[src/rtl/stream_mux_pkg.sv]
// Shared definitions for the N-input stream multiplexer.
// Mode encodings and a small width helper.
package stream_mux_pkg;

    localparam logic MODE_SEL = 1'b0;
    localparam logic MODE_RR  = 1'b1;

    function automatic int idx_w(input int n);
        int w;
        w = 1;
        while ((1 << w) < n) begin
            w = w + 1;
        end
        return w;
    endfunction

endpackage

[src/rtl/rr_arbiter_n.sv]
// Combinational round-robin arbiter.
// Picks the first requester at or after ptr, wrapping at N.
module rr_arbiter_n
    import stream_mux_pkg::*;
#(
    parameter  int N     = 4,
    localparam int SEL_W = $clog2(N)
) (
    input  logic [N-1:0]     req,
    input  logic [SEL_W-1:0] ptr,
    output logic [SEL_W-1:0] gnt_idx,
    output logic             gnt_any
);

    int   j;
    logic found;

    // Rotating first-one search starting at ptr
    always_comb begin
        gnt_idx = '0;
        gnt_any = |req;
        found   = 1'b0;
        j       = 0;
        for (int k = 0; k < N; k++) begin
            j = int'(ptr) + k;
            if (j >= N) begin
                j = j - N;
            end
            if (!found && req[j]) begin
                found   = 1'b1;
                gnt_idx = SEL_W'(j);
            end
        end
    end

endmodule

[src/rtl/stream_mux_n.sv]
// N-input valid/ready stream mux with one output register.
// Select is external (mode 0) or round-robin (mode 1).
module stream_mux_n
    import stream_mux_pkg::*;
#(
    parameter  int WIDTH = 32,
    parameter  int N     = 4,
    localparam int SEL_W = $clog2(N)
) (
    input  logic               clk,
    input  logic               rst_n,
    input  logic               mode,
    input  logic [SEL_W-1:0]   sel,
    input  logic [N-1:0]       in_valid,
    output logic [N-1:0]       in_ready,
    input  logic [N*WIDTH-1:0] in_data,
    output logic               out_valid,
    input  logic               out_ready,
    output logic [WIDTH-1:0]   out_data,
    output logic [SEL_W-1:0]   out_chan
);

    logic [SEL_W-1:0] ptr;
    logic [SEL_W-1:0] rr_idx;
    logic             rr_any;
    logic [SEL_W-1:0] grant;
    logic             grant_valid;
    logic             sel_ok;
    logic             load_ok;
    logic             xfer;

    rr_arbiter_n #(
        .N (N)
    ) u_arb (
        .req     (in_valid),
        .ptr     (ptr),
        .gnt_idx (rr_idx),
        .gnt_any (rr_any)
    );

    assign load_ok = !out_valid || out_ready;
    assign sel_ok  = (int'(sel) < N);

    // Mode mux between external select and arbiter
    always_comb begin
        grant       = sel;
        grant_valid = 1'b0;
        if (mode == MODE_RR) begin
            grant       = rr_idx;
            grant_valid = rr_any;
        end else if (sel_ok) begin
            grant_valid = in_valid[sel];
        end
    end

    assign xfer = load_ok && grant_valid;

    // One-hot ready toward the granted channel only
    always_comb begin
        in_ready = '0;
        for (int i = 0; i < N; i++) begin
            in_ready[i] = xfer && (grant == SEL_W'(i));
        end
    end

    // Output register: load, drain or hold
    always_ff @(posedge clk or negedge rst_n) begin
        if (!rst_n) begin
            out_valid <= 1'b0;
            out_data  <= '0;
            out_chan  <= '0;
        end else if (xfer) begin
            out_valid <= 1'b1;
            out_data  <= in_data[int'(grant)*WIDTH +: WIDTH];
            out_chan  <= grant;
        end else if (out_ready) begin
            out_valid <= 1'b0;
        end
    end

    // Round-robin pointer advances past each RR grant
    always_ff @(posedge clk or negedge rst_n) begin
        if (!rst_n) begin
            ptr <= '0;
        end else if (xfer && mode == MODE_RR) begin
            if (int'(grant) == N - 1) begin
                ptr <= '0;
            end else begin
                ptr <= grant + 1'b1;
            end
        end
    end

endmodule
[config.mk]
export PLATFORM = sky130hd
export DESIGN_NAME = stream_mux_n
export DESIGN_NICKNAME = d
export VERILOG_FILES = /design/src/rtl/stream_mux_pkg.sv /design/src/rtl/rr_arbiter_n.sv /design/src/rtl/stream_mux_n.sv
export SDC_FILE = /design/constraint.sdc
export NUM_CORES = 1
export LEC_CHECK = 0
export ABC_AREA = 1
export CELL_PAD_IN_SITES_DETAIL_PLACEMENT = 0
export CELL_PAD_IN_SITES_GLOBAL_PLACEMENT = 1
export CORE_MARGIN = 3
export CORE_UTILIZATION = 23
export DETAILED_ROUTE_END_ITERATION = 8
export PLACE_DENSITY = 0.77
export SYNTH_ARGS = -nofsm -noshare
export SYNTH_HDL_FRONTEND = slang
export SYNTH_SLANG_ARGS = --single-unit
export TNS_END_PERCENT = 100
[constraint.sdc]
create_clock -name clk -period 2.21 [get_ports clk]
set_input_delay 0.5525 -clock clk [delete_from_list [all_inputs] [get_ports clk]]
set_output_delay 0.5525 -clock clk [all_outputs]
set_load 0.02 [all_outputs]
==> out/summary.txt <==
Crit path largest cell delay -> 0.44 ns
Nets -> 935
Effective utilization at floorplan -> 23.64%
Worst Clk Skew -> 0.005152 ns
Final slew viol count -> 0
Final WL -> 14360 um
DRC Markers -> 0
Commonest non-fill, non-tap cell in the layout -> nand2_1
CTS tree -> built
Clock power share -> 9.7%
Die area -> 16500 sq um
Slowest cell on crit path -> dfrtp_2
Post-synth cell types -> 22
Largest net degree at the start of global routing -> 65
Global route overflow -> 0
Total of warnings raised by yosys -> 0
CP delay by family, top -> simple AND/OR/NAND/NOR gates
CP Class -> reg2out
Pwr dens -> 1156 nW/um^2
Fin crit period -> 2.457 ns
Cell Chain, Critical Path -> buf_6 -> nand2_2 -> nand2_2 -> nor2_4 -> nand4_1 -> nand3_1 -> nand2_2 -> nand2_4 -> nand2_4 -> inv_6 -> nand2_4 -> nor2_4 -> buf_6
Chip width -> 128.5 um
Required @ worst endpoint -> 1.66 ns
Clock sink count -> 37
Clock Tree Buf Depth -> 2
Most frequent cells in the layout -> nand2_1, clkdlybuf4s50_1, nand3_1
Register area share after synthesis -> 26.84%
P_sw -> 3286 uW
Final Hold Viols -> 0
Mux contribution to synthesized area -> 0%
Setup crit start kind -> flip-flop
Mapped Cells -> 596
Antenna cells -> 0
Clock transition at the registers of the reported paths -> 0.06 ns
Post-synthesis cell area -> 3450 sq um
Wire per inst -> 14.66 um
Leak pwr -> 0.003231 uW
Core area -> 14590 sq um
Pwr Total -> 7013 uW
DR vias/cell -> 4.357
I/O pins -> 177
VDD IR-drop max -> 0.4834 mV
Hold crit path type -> in2async
RePlAce Congestion -> 0.8635
Crit path buf inv count -> 3
Number of I/O port buffers -> 176
GRT Util Overall -> 15.94%
Die Y-Extent -> 128.5 um
Final period util -> 111.2%
Setup-failing EPs final -> 4
Number of H-tree levels -> 2
Avg Inst Size Synth -> 5.788 sq um
Sw Ratio -> 46.86%
Synth Register Bits -> 37
Final worst slack -> -0.2471 ns
DRT Pass-1 Iters -> 4
CTS root buffer -> clkbuf_16
1st-iter DRT viols -> 159
Multi-input gate area -> 2107 sq um
HPWL after DPL -> 9704 um
Synth Net Count -> 734
Largest family of logic cells by synthesized area -> simple AND/OR/NAND/NOR gates
Max Cap Viol -> 0
P_int -> 3727 uW
# rows -> 44
FMAX -> 0.4070 GHz
Worst-Margin Slew -> 0.8391 ns
Failing checks -> setup timing
Setup crit end kind -> primary output
P&R area growth vs syn -> 75.88%
Vias in the first global route -> 4060
Routed vias -> 4270
Share of cells above drive strength 1 -> 16.71%
Storage element area -> 927.1 sq um
Pre-CTS WS -> -1.041 ns
Inserted Clock Buffers -> 5
Post-DRT Antenna Nets -> 0
Worst-Skew Late Latency -> 0.28 ns
First-pass GRT wire length -> 21110 um
Sequential share of power -> 16.7%
Unrepaired setup endpoints after global routing -> true
Comb power frac -> 73.6%
Fillers -> 1574
Synth Area in Compound Gates -> 0.9793%
CP Max Fanout -> 6
Post-Synth Simple-Gate Area -> 56.51%
Antenna violations before repair -> 0
Slew HR -> 44.06%
Final Util -> 41.59%
Worst Path Arrival -> 1.90 ns
Synth Area in Adders -> 0%
Status -> finished with violations
Post-Synth XOR/XNOR Area -> 0%
## cells by family (layout without fill, tap and decap cells)
group                  Yosys count  count (layout)
and+or+nand+nor                437             437
buffers and inverters          116             316
DFF                             37              37
AOI/OAI and AO/OA                6               6
## metal layers
| layer | wire length [um] | vias to the layer above | global-route usage [%] | share of wire (%) |
|---|---|---|---|---|
| met3 | 1173 | 6 | 4.442 | 8.2 |
| met4 | 79 | 0 | 2.871 | 0.55 |
| met1 | 6508 | 1904 | 20.81 | 45 |
| li1 | - | 2230 | - | - |
| met2 | 6600 | 130 | 26.60 | 46 |
| met5 | 0 | - | 0 | 0 |
## stage by stage
| step | hold slack, ns | std cells | setup TNS, ns | instance area (sq um) |
|---|---|---|---|---|
| finish | 0.1947 | 980 | -0.9627 | 6067 |
| global route | 0.2217 | 980 | -3.163 | 6067 |
| CTS | 0.2112 | 971 | -0.9744 | 5872 |
| detailed placement | 0.4643 | 958 | -30.19 | 5590 |
| global placement | 0.4607 | 958 | -30.14 | 5590 |
| floorplan | 0.2569 | 596 | -0.001555 | 3508 |
## what timing repair did
action / CTS / global route
pin swaps: 9 / 7
endpoints found under the setup margin: 38 / 36
buffers inserted: 6 / 7
hold buffers: 0 / 0
gates cloned: 1 / 4
gates resized for setup: 63 / 18
## registers in the layout (all words and copies together) (netlist names)
signal,flops
out_valid,1
out_data,32
ptr,2
out_chan,2
## worst reg2reg max path, delay by kind of cell (launching register included)
kind / cells / cell delay, ns
and+or+nand+nor: 12 / 0.97
buffers and inverters: 4 / 0.64
DFF: 1 / 0.44
## power by group through the flow
stage / Combinational [uW] / Clock, uW / Sequential (uW)
2_1_floorplan: 2410 / 0 / 1540
3_3_place_gp: 4350 / 0 / 1160
3_5_place_dp: 4330 / 0 / 1170
4_1_cts: 4690 / 714 / 1170
5_1_grt: 5660 / 737 / 1210
6_report: 5160 / 678 / 1170
## worst paths after layout
kind / startpoint / end / slack [ns] / depth (start not counted)
setup / recovery: ptr[0]$_DFFE_PN0P_ / in_ready[1] / -0.25 / 13
hold / removal: rst_n / ptr[1]$_DFFE_PN0P_ / 0.19 / 1
setup reg to reg: ptr[0]$_DFFE_PN0P_ / out_data[21]$_DFFE_PN0P_ / 0.05 / 16
hold reg to reg: out_data[23]$_DFFE_PN0P_ / out_data[23]$_DFFE_PN0P_ / 0.47 / 2
max in group asynchronous: rst_n / out_data[20]$_DFFE_PN0P_ / 1.32 / 2
min in group clk: out_data[23]$_DFFE_PN0P_ / out_data[23]$_DFFE_PN0P_ / 0.47 / 2
## layout make-up
| class | instances | share of cell area [%] |
|---|---|---|
| clock buffers | 5 | 2.062 |
| well taps | 184 | 3.795 |
| flip-flops and latches | 37 | 15.28 |
| repair buffers | 231 | 38.87 |
| clock inverters | 1 | 0.08249 |
| inverters | 79 | 5.176 |
| multi-input cells | 443 | 34.73 |
## synthesized netlist by cell type, drive strengths merged
library cell / count / area share (%)
a21oi: 2 / 0.29
inv: 78 / 8.5
nand4: 5 / 0.91
nor2: 5 / 0.76
dfrtp: 37 / 27
clkinv: 1 / 0.11
clkbuf: 9 / 0.98
nand2: 292 / 32
o2111ai: 1 / 0.25
nand3: 135 / 22
buf: 28 / 6.1
o21ai: 3 / 0.44
Note: power is estimated with default switching activity, not from simulation.
